**config.mk**
```make
export PLATFORM = sky130hd
export DESIGN_NAME = softmax_stream
export DESIGN_NICKNAME = d
export VERILOG_FILES = /design/src/rtl/softmax_pkg.sv /design/src/rtl/softmax_stream_exp_lut.sv /design/src/rtl/softmax_stream.sv
export SDC_FILE = /design/constraint.sdc
export NUM_CORES = 2
export LEC_CHECK = 0
export ABC_AREA = 0
export CAP_MARGIN = 25
export CORE_UTILIZATION = 30
export DETAILED_ROUTE_END_ITERATION = 7
export PLACE_DENSITY = 0.49
export SLEW_MARGIN = 10
export SYNTH_ARGS = -nofsm -noshare
export SYNTH_HDL_FRONTEND = slang
export SYNTH_MEMORY_MAX_BITS = 65536
export SYNTH_SLANG_ARGS = --single-unit
```
**constraint.sdc**
```tcl
create_clock -name clk_i -period 8.24 [get_ports clk_i]
set_input_delay 1.236 -clock clk_i [delete_from_list [all_inputs] [get_ports clk_i]]
set_output_delay 1.236 -clock clk_i [all_outputs]
set_load 0.01 [all_outputs]
```
**src/rtl/softmax_pkg.sv**
```systemverilog
// rtl/softmax_pkg.sv - shared constants, state enum and table helpers for softmax_stream
package softmax_pkg;

    // Q4.7 clip point for d = max - x (16.0) and ln(2) in Q7
    localparam logic [11:0] D_CLIP = 12'd2048;
    localparam int          LN2_Q7 = 89;

    // exp(-1/128) in Q30, from the Taylor series 1 - y + y^2/2 - y^3/6 with y = 2^-7
    localparam longint unsigned EXP_STEP_Q30 = 64'd1065385899;

    typedef enum logic [2:0] {
        ST_IDLE,
        ST_LOAD,
        ST_EXP_ACC,
        ST_LN_SUM,
        ST_NORM
    } state_e;

    // round(128 * ln(1 + m/16)), m = 0..15
    localparam logic [6:0] LN1P_Q7 [16] = '{
        7'd0,  7'd8,  7'd15, 7'd22, 7'd29, 7'd35, 7'd41, 7'd46,
        7'd52, 7'd57, 7'd62, 7'd67, 7'd72, 7'd76, 7'd80, 7'd85
    };

    // exp(-a/128) in Q1.15, built by square-and-multiply of EXP_STEP_Q30; elaboration-time only
    function automatic int exp_q15(input int a);
        longint unsigned r;
        longint unsigned b;
        r = 64'd1 << 30;
        b = EXP_STEP_Q30;
        for (int i = 0; i < 12; i++) begin
            if (a[i]) r = (r * b + (64'd1 << 29)) >> 30;
            b = (b * b + (64'd1 << 29)) >> 30;
        end
        return int'((r + (64'd1 << 14)) >> 15);
    endfunction

endpackage

```
**src/rtl/softmax_stream_exp_lut.sv**
```systemverilog
// rtl/softmax_stream_exp_lut.sv - bipartite exp(-d) table pair with registered read
module exp_bipartite_lut
    import softmax_pkg::*;
(
    input  logic        clk_i,
    input  logic        rst_ni,
    input  logic        en_i,
    input  logic [10:0] d_i,
    input  logic        zero_i,
    output logic [15:0] exp_o
);

    // Coarse table holds exp at d = 8n; fine table holds the offset from the
    // middle of each 0.5-wide segment, so d = 0 reproduces 32768 exactly.
    logic [15:0] rom0 [256];
    logic [15:0] rom1 [256];

    for (genvar i = 0; i < 256; i++) begin : g_rom
        localparam int E0 = exp_q15(8 * i);
        localparam int E1 = exp_q15(64 * (i / 8) + 32 + (i % 8)) - exp_q15(64 * (i / 8) + 32);
        assign rom0[i] = E0[15:0];
        assign rom1[i] = E1[15:0];
    end

    logic [15:0]        lut0_q;
    logic [15:0]        lut1_q;
    logic               zero_q;
    logic signed [17:0] sum_w;

    // Table read stage; a low enable freezes both tables and the zero flag together
    always_ff @(posedge clk_i or negedge rst_ni) begin
        if (!rst_ni) begin
            lut0_q <= '0;
            lut1_q <= '0;
            zero_q <= 1'b0;
        end else if (en_i) begin
            lut0_q <= rom0[d_i[10:3]];
            lut1_q <= rom1[{d_i[10:6], d_i[2:0]}];
            zero_q <= zero_i;
        end
    end

    // Combine coarse + signed fine term, force zero, saturate at 1.0
    always_comb begin
        sum_w = $signed({2'b00, lut0_q}) + $signed({{2{lut1_q[15]}}, lut1_q});
        if (zero_q || sum_w < 0) begin
            exp_o = '0;
        end else if (sum_w > 18'sd32768) begin
            exp_o = 16'h8000;
        end else begin
            exp_o = sum_w[15:0];
        end
    end

endmodule

```
**src/rtl/softmax_stream.sv**
```systemverilog
// rtl/softmax_stream.sv - streaming safe-softmax row engine with masking and backpressure
module softmax_stream
    import softmax_pkg::*;
#(
    parameter int N_MAX = 256,
    parameter int IN_W  = 16,
    parameter int OUT_W = 16
) (
    input  logic                     clk_i,
    input  logic                     rst_ni,
    input  logic                     start_i,
    input  logic [$clog2(N_MAX):0]   len_i,
    input  logic                     in_valid_i,
    input  logic [IN_W-1:0]          in_data_i,
    input  logic                     in_mask_i,
    output logic                     in_ready_o,
    output logic                     out_valid_o,
    input  logic                     out_ready_i,
    output logic [OUT_W-1:0]         out_data_o,
    output logic                     out_last_o,
    output logic                     busy_o,
    output logic                     done_o
);

    localparam int AW    = $clog2(N_MAX);
    localparam int LEN_W = AW + 1;
    localparam int SUM_W = 16 + AW;
    localparam logic [LEN_W-1:0] LEN_MAX = LEN_W'(N_MAX);

    state_e                 state_q, state_d;
    logic [LEN_W-1:0]       len_q, cnt_q;
    logic signed [IN_W-1:0] max_q;
    logic [SUM_W-1:0]       sum_q;
    logic [11:0]            ln_off_q, ln_off_d;
    logic                   v1_q, last1_q, v2_q, last2_q, done_q;

    logic [IN_W:0]          buf_mem [N_MAX];
    logic [IN_W:0]          buf_q;

    logic                   start_ok, wr_en, stall, adv, issue, out_hs;
    logic [IN_W:0]          diff;
    logic [11:0]            dclip;
    logic [12:0]            dd;
    logic                   zero_w;
    logic [15:0]            exp_w;
    int                     lead, ln_raw;
    logic [3:0]             mant;

    assign start_ok    = start_i && (len_i != '0) && (len_i <= LEN_MAX);
    assign wr_en       = (state_q == ST_LOAD) && in_valid_i;
    assign stall       = (state_q == ST_NORM) && v2_q && !out_ready_i;
    assign adv         = !stall;
    assign issue       = ((state_q == ST_EXP_ACC) || (state_q == ST_NORM)) && adv && (cnt_q < len_q);
    assign out_hs      = (state_q == ST_NORM) && v2_q && out_ready_i;

    assign in_ready_o  = (state_q == ST_LOAD);
    assign busy_o      = (state_q != ST_IDLE);
    assign out_valid_o = (state_q == ST_NORM) && v2_q;
    assign out_last_o  = out_valid_o && last2_q;
    assign out_data_o  = out_valid_o ? OUT_W'(exp_w) : '0;
    assign done_o      = done_q;

    // State register
    always_ff @(posedge clk_i or negedge rst_ni) begin
        if (!rst_ni) state_q <= ST_IDLE;
        else         state_q <= state_d;
    end

    // Next-state: phases advance on the last load beat and on the last pipeline beat
    always_comb begin
        state_d = state_q;
        case (state_q)
            ST_IDLE:    if (start_ok) state_d = ST_LOAD;
            ST_LOAD:    if (wr_en && (cnt_q + 1'b1 == len_q)) state_d = ST_EXP_ACC;
            ST_EXP_ACC: if (v2_q && last2_q) state_d = ST_LN_SUM;
            ST_LN_SUM:  state_d = ST_NORM;
            ST_NORM:    if (out_hs && last2_q) state_d = ST_IDLE;
            default:    state_d = ST_IDLE;
        endcase
    end

    // Row buffer: written during LOAD, one registered read per issue slot
    always_ff @(posedge clk_i) begin
        if (wr_en) buf_mem[cnt_q[AW-1:0]] <= {in_mask_i, in_data_i};
        if (issue) buf_q <= buf_mem[cnt_q[AW-1:0]];
    end

    // d = max - x clipped to 16.0, plus the log-sum offset during NORM
    always_comb begin
        diff   = {max_q[IN_W-1], max_q} - {buf_q[IN_W-1], buf_q[IN_W-1:0]};
        dclip  = (diff >= (IN_W+1)'(D_CLIP)) ? D_CLIP : diff[11:0];
        dd     = {1'b0, dclip} + ((state_q == ST_NORM) ? {1'b0, ln_off_q} : 13'd0);
        zero_w = buf_q[IN_W] || diff[IN_W] || (dd >= 13'(D_CLIP));
    end

    // ln(sum) from the leading-one position and 4 mantissa bits, clamped to [0, 2048]
    always_comb begin
        lead = 0;
        for (int i = 0; i < SUM_W; i++) begin
            if (sum_q[i]) lead = i;
        end
        mant   = 4'((sum_q << (SUM_W - 1 - lead)) >> (SUM_W - 5));
        ln_raw = (lead - 15) * LN2_Q7 + int'(LN1P_Q7[mant]);
        if (sum_q == '0)        ln_off_d = D_CLIP;
        else if (ln_raw < 0)    ln_off_d = '0;
        else if (ln_raw > 2048) ln_off_d = D_CLIP;
        else                    ln_off_d = ln_raw[11:0];
    end

    exp_bipartite_lut u_lut (
        .clk_i  (clk_i),
        .rst_ni (rst_ni),
        .en_i   (adv),
        .d_i    (dd[10:0]),
        .zero_i (zero_w),
        .exp_o  (exp_w)
    );

    // Row datapath: counters, max/sum tracking, pipeline valid stages, done pulse
    always_ff @(posedge clk_i or negedge rst_ni) begin
        if (!rst_ni) begin
            len_q    <= '0;
            cnt_q    <= '0;
            max_q    <= '0;
            sum_q    <= '0;
            ln_off_q <= '0;
            v1_q     <= 1'b0;
            last1_q  <= 1'b0;
            v2_q     <= 1'b0;
            last2_q  <= 1'b0;
            done_q   <= 1'b0;
        end else begin
            case (state_q)
                ST_IDLE: if (start_ok) begin
                    len_q <= len_i;
                    max_q <= {1'b1, {(IN_W-1){1'b0}}};
                    cnt_q <= '0;
                    sum_q <= '0;
                end
                ST_LOAD: if (wr_en) begin
                    cnt_q <= (cnt_q + 1'b1 == len_q) ? '0 : cnt_q + 1'b1;
                    if (!in_mask_i && ($signed(in_data_i) > max_q)) max_q <= $signed(in_data_i);
                end
                ST_EXP_ACC: begin
                    if (issue) cnt_q <= cnt_q + 1'b1;
                    if (v2_q)  sum_q <= sum_q + SUM_W'(exp_w);
                end
                ST_LN_SUM: begin
                    cnt_q    <= '0;
                    ln_off_q <= ln_off_d;
                end
                ST_NORM: if (issue) cnt_q <= cnt_q + 1'b1;
                default: ;
            endcase
            if (adv) begin
                v1_q    <= issue;
                last1_q <= issue && (cnt_q == len_q - 1'b1);
                v2_q    <= v1_q;
                last2_q <= last1_q;
            end
            done_q <= out_hs && last2_q;
        end
    end

endmodule

```
# Yosys cells after proc, flatten, opt, wreduce, memory -nomap -nowiden
# Memories as Yosys holds them, arrays and structs flattened. A register that Yosys moved wholly into a read port is not among the register bits.
# Cells that the tools add are included.
[totals]
regBits = 79
ramBits = 4352
romBits = 8304
in_bits = 31
output_inout_bits = 21
mem_count = 4
[memory_table]
columns = ["memory", "depth", "width", "read_ports", "rd_clocked_by_memory_dff", "write_ports", "line_no", "source"]
rows = [
  ["buf_mem", 256, 17, 1, 1, 1, "softmax_stream.sv:37", "logic [IN_W:0] buf_mem [N_MAX];"],
  ["(no name shown)", 256, 16, 1, 1, 0, "softmax_stream_exp_lut.sv:37", "lut0_q <= rom0[d_i[10:3]];"],
  ["(no name shown)", 256, 16, 1, 1, 0, "softmax_stream_exp_lut.sv:38", "lut1_q <= rom1[{d_i[10:6], d_i[2:0]}];"],
  ["(no name shown)", 16, 7, 1, 0, 0, "softmax_stream.sv:103", "ln_raw = (lead - 15) * LN2_Q7 + int'(LN1P_Q7[mant]);"],
]
[op_classes]
n_addsub = 9
multipliers = 1
magnitude_cmp = 10
eq_ne = 14
shift = 1
mux = 52
n_bitwise = 3
reduce_logical = 38
[ops]
columns = ["cell", "count"]
rows = [
  ["$mux W32", 19],
  ["$mux W16", 6],
  ["$mux W12", 5],
  ["$mux W24", 2],
  ["$pmux W24 S2", 1],
  ["$mux W9", 4],
  ["$pmux W9 S4", 1],
  ["$add A32 B8 Y32", 1],
  ["$gt A32 B13 Y1 const B", 1],
  ["$lt A32 B1 Y1 const B", 1],
  ["$mul A32 B8 Y32 const B", 1],
  ["$pmux W16 S2", 1],
  ["$shl A24 B32 Y23", 1],
  ["$sub A32 B5 Y32 const B", 1],
  ["$sub A6 B32 Y32 const A", 1],
  ["$add A24 B16 Y24", 1],
  ["$logic_not A24 Y1", 1],
  ["$add A17 B16 Y18", 1],
  ["$eq A9 B9 Y1", 2],
  ["$gt A18 B17 Y1 const B", 1],
  ["$lt A18 B1 Y1 const B", 1],
  ["$not A8 Y9", 2],
  ["$ge A17 B12 Y1 const B", 1],
  ["$sub A16 B16 Y17", 1],
  ["other kinds (31)", 71],
]

# Logic depth before layout (Yosys ltp)
[logic_depth]
ltp_word = 34
mapped_depth = 38
ltp_nobuf = 34

# By module
# From an unflattened synthesis, not the netlist that was laid out.
[unflattened]
hier_cells = 8736
area_unflattened_um2 = 182663.9
[modules_own_cells]
columns = ["mod", "n_inst", "cells_each", "area_per_inst_um2", "seq_area_each_um2"]
rows = [
  ["softmax_stream", 1, 7926, 176810.8, 133147.7],
  ["exp_bipartite_lut", 1, 810, 5853.1, 725.7],
]

# Least setup slack after synthesis
# Ideal clock, no wire load.
[synth_path]
kind = "register to register"
startpoint = "register sum_q[21]"
endpoint = "register ln_off_q[0]"
setup_ns = 0.083
arrival_ns = 7.197
required_ns = 8.157
slack_ns = 0.960
path_stages_with_launch = 36
path_buffers = 4
synth_period_minus_slack_ns = 7.280
cell_sequence = "dfrtp_1 clkbuf_1 nor4_1 and2b_1 nand2_1 inv_1 buf_2 ha_1 or2_2 a311oi_1 nand3_1 o311a_1 buf_2 inv_1 ha_1 or3_1 o21ai_0 ha_1 inv_1 fa_1 inv_1 ha_1 inv_1 fa_1 inv_1 ha_1 a21oi_1 o21ai_0 a31o_2 a2111oi_1 o31ai_1 mux2i_1 o311ai_0 nand2b_1 clkbuf_1 o21ai_0"
[synth_between]
elab_chain_cells = 14
[synth_lines]
columns = ["item", "line_no", "source"]
rows = [
  ["from (decl)", "softmax_stream.sv:33", "logic [SUM_W-1:0] sum_q;"],
  ["from (signal assigned)", "softmax_stream.sv:146", "if (v2_q) sum_q <= sum_q + SUM_W'(exp_w);"],
  ["branches (longest 13 deep; another with $sub A32 B5 Y32)", "-", ""],
  ["$mux W12 *", "softmax_stream.sv:104", "if (sum_q == '0) ln_off_d = D_CLIP;"],
  ["to (signal assigned)", "softmax_stream.sv:150", "ln_off_q <= ln_off_d;"],
  ["to (decl)", "softmax_stream.sv:34", "logic [11:0] ln_off_q, ln_off_d;"],
]
# Every way passes the cells marked *. The select of a mux whose other input is x is not followed.
# A chain may end at the register's enable or synchronous reset.

# Worst setup path in the final report
[layout_path]
startpoint = "register sum_q[22]"
endpoint = "register ln_off_q[5]"
[layout_between]
elab_chain_cells = 13
[layout_lines]
columns = ["item", "line_no"]
rows = [
  ["branches (longest 12 deep; another with $sub A32 B5 Y32)", "-"],
  ["$mux W12 *", "softmax_stream.sv:104"],
]
# Marked as above.

==> results.toml <==
[run_status]
status = "complete, no violations"

[yosys]
post_synth_inst_count = 8674
synth_xor_area_frac = 0.00389
synth_warnings = 0
yosys.area_share.simple = 0.0266
dominantRegCellSynth = "edfxtp_1"
syn_area_um2 = 182000
synth_area_per_cell_um2 = 21.0
synth_sequential_area_ratio = 0.736
async_set_reset_flop_share_out_of_synthesis = 0.0239
muxShareOfSynthArea = 0.175
synth-seq-cells = 4476
yosys.area_share.adder = 0.0165
syn_nets = 8928
synth-edff-count = 4369
synth_compound_gate_area_share = 0.0267
yosys.area.top_type_share = 0.721
synth_cell_type_count = 87
synth_area_leader_cell = "edfxtp_1"
largest_family_of_logic_cells_by_synthesized_area = "multiplexers"
synthTopCellsByArea = "edfxtp_1 72%, mux4_2 17%, dfrtp_1 1.5%"

[sta]
report.final.setup_viol = 0
worstMarginPinSlew_ns = 1.20
fin_crit_sh = 0.924
post-route-min-period_ns = 7.62
slew-limit-headroom = 0.199
timing.final.max_slew_violations = 0
unrepaired_setup_endpoints_after_global_routing = "false"
holdWs_ns = 0.192
clock.fmax_mhz = 131
hold_violations = 0
fin_skew_ns = 0.120

[floorplan]
core_um2 = 603000
floorplan.die.height_um = 781
die_area_um2 = 610000
initial_utilization = 0.302
io_pins = 52
die_width_um = 781
num_rows = 285

[setup_path]
path_class = "reg2reg"
cpMaxStageDelayCell = "or4_1"
critPathCaptureType = "flip-flop"
crit_path_frequent_cell = "inv_1"
slowest_stage_delay_cp_ns = 0.53
cp.arrival_ns = 8.63
crit_path_max_fo = 11
crit_path_start_kind = "flip-flop"
crit-reg2reg-launch = "sum_q[22]$_DFFE_PN0P_"
required_ns = 9.25
r2r_cells = 32
startpoint_of_the_most_critical_setup_path = "sum_q[22]$_DFFE_PN0P_"

[detailed_routing]
ant_nets = 0
num_vias = 91800
initialDrtViolationCount = 10200
drc = 0
post_drt_wl_per_cell_um = 30.5
dr.pass1.iters = 6
postRouteWirelength_mm = 535
vias_per_cell = 5.22

[final_layout]
final_cell_mix = "4369 x edfxtp_1, 1388 x mux4_2, 470 x clkbuf_16, 385 x buf_4, 214 x nand2_1"
area_of_combinational_cells_with_multiple_inputs_um2 = 46300
finalInstanceArea_um2 = 211000
finalNetCount = 9384
fillers = 55900
total_area_of_sequential_cells_um2 = 134000
layout.cells.most_common = "edfxtp_1"
area_growth_pct = 15.8
layout.cells.non_filler = 17600
final_layout_size_suffix_gt1_frac = 0.299

[clock_network]
clkSinkCount = 4476
path_clk_slew_ns = 0.07
cts_root_buf = "clkbuf_16"
ctsHtreeMaxLevel = 5
cts_inserted_buffers = 466
cts_tree = "yes"
clk-insertion-delay-late_ns = 1.10
cts-root-to-sink-buffers = 4

[pwr]
max-vdd-ir-drop_uv = 204
finalPower_uw = 59400
leakage_uw = 0.0646
power_density_nw_per_um2 = 282

[min_path]
hold_path.class = "in2async"

[placement]
buffer_ports.inserted = 51
post-dp-hpwl_mm = 320
post_placement_cell_area_um2 = 195000
place_congestion = 0.836
placed_cells = 16700

[global_routing]
grt_use_total = 0.172
vias_in_the_first_global_route = 94600
grt_first_pass_wirelength_mm = 751
sum_of_overflow_across_all_layers_after_global_routing = 0
antenna_violations_before_repair = 32
grt_start_max_net_pins = 169

[flow_run]
max_cap_violations = 0
[worst paths after layout]
check | slack [ns] | to
max in group asynchronous | 6.70 | cnt_q[2]$_DFFE_PN0P_
min in group clk_i | 0.49 | v1_q$_DFFE_PN0N_
max reg2reg | 0.62 | ln_off_q[5]$_DFFE_PN0P_
min reg2reg | 0.49 | v1_q$_DFFE_PN0N_
min | 0.19 | u_lut.lut0_q[0]$_DFFE_PN0N_
max | 0.62 | ln_off_q[5]$_DFFE_PN0P_
[worst max-delay path: cells and delay by family (launching register included)]
family                     cells  cell delay [ns]
DFF                            1             0.48
buffers and inverters          7             0.63
and+or+nand+nor                7             1.88
adders and majority gates      6             1.95
AOI/OAI and AO/OA             12             2.61
[flip-flops by register name (all words and copies together) (netlist names), 3 cells and up]
signal	flops
buf_mem	4352
sum_q	24
buf_q	17
max_q	16
u_lut.lut0_q	16
ln_off_q	12
u_lut.lut1_q	12
cnt_q	9
len_q	9
state_q	3
[kinds of logic (layout without fill, tap and decap cells)]
kind of cell	after synthesis	after routing
flops	4476	4476
mux	1440	1440
simple gates	1060	1060
compound gates	718	718
buf+inv	677	1530
fa+ha+maj	223	223
xor+xnor	80	80
other cells	0	14
[synth_stat cells, types with 15 or more instances]
| cell type | number |
|---|---|
| a211oi_1 | 46 |
| a21o_1 | 34 |
| a21oi_1 | 130 |
| a22o_1 | 22 |
| a311oi_1 | 16 |
| a31oi_1 | 46 |
| and2_1 | 15 |
| and3_1 | 31 |
| buf_1 | 40 |
| buf_2 | 173 |
| buf_4 | 25 |
| clkbuf_1 | 249 |
| dfrtp_1 | 107 |
| edfxtp_1 | 4369 |
| fa_1 | 28 |
| ha_1 | 195 |
| inv_1 | 175 |
| mux2i_1 | 39 |
| mux4_2 | 1388 |
| nand2_1 | 230 |
| nand3_1 | 108 |
| nand4_1 | 28 |
| nor2_1 | 425 |
| nor2b_1 | 47 |
| nor3_1 | 80 |
| nor4_1 | 28 |
| o211ai_1 | 31 |
| o21a_1 | 21 |
| o21ai_0 | 157 |
| o22ai_1 | 20 |
| o31ai_1 | 24 |
| xnor2_1 | 46 |
| xor2_1 | 33 |
[power by group]
part           internal [uW]  leakage [uW]  switching [uW]
Sequential             25200        0.0407             275
Clock                  12100       0.00744            9060
Combinational           5590        0.0165            7190
[per-stage QoR]
| step | utilization | setup WS, ns | TNS, ns |
|---|---|---|---|
| finish | 0.349 | 0.624 | 0 |
| global route | 0.349 | 0.0435 | 0 |
| CTS | 0.349 | 0.0255 | 0 |
| detailed placement | 0.323 | 0.00733 | 0 |
| global placement | 0.323 | -0.0250 | -0.240 |
| floorplan | - | 0.960 | 0 |
[final cells by class]
cell class / count / area share
multi-input cells: 3521 / 0.220
clock inverters: 291 / 0.0149
flip-flops and latches: 4476 / 0.635
well taps: 8036 / 0.0477
repair buffers: 487 / 0.0213
inverters: 178 / 0.00317
clock buffers: 574 / 0.0577
diodes: 14 / 0.000166
[per-layer routing]
metal	GRT usage	part of all wire	vias up
li1	-	-	37400
met1	0.237	0.43	50600
met2	0.283	0.48	3088
met3	0.0275	0.060	648
met4	0.0447	0.030	6
met5	0	0.000067	-
[repair_timing]
action | in CTS | in global routing
pin swaps | 0 | 1
gates resized for setup | 1 | 13
setup buffers | 0 | 4
hold buffers | 0 | 0
endpoints found under the setup margin | 4 | 12
hold endpoints to repair | 0 | 0
No activity file was read; power rests on OpenSTA's default activity.
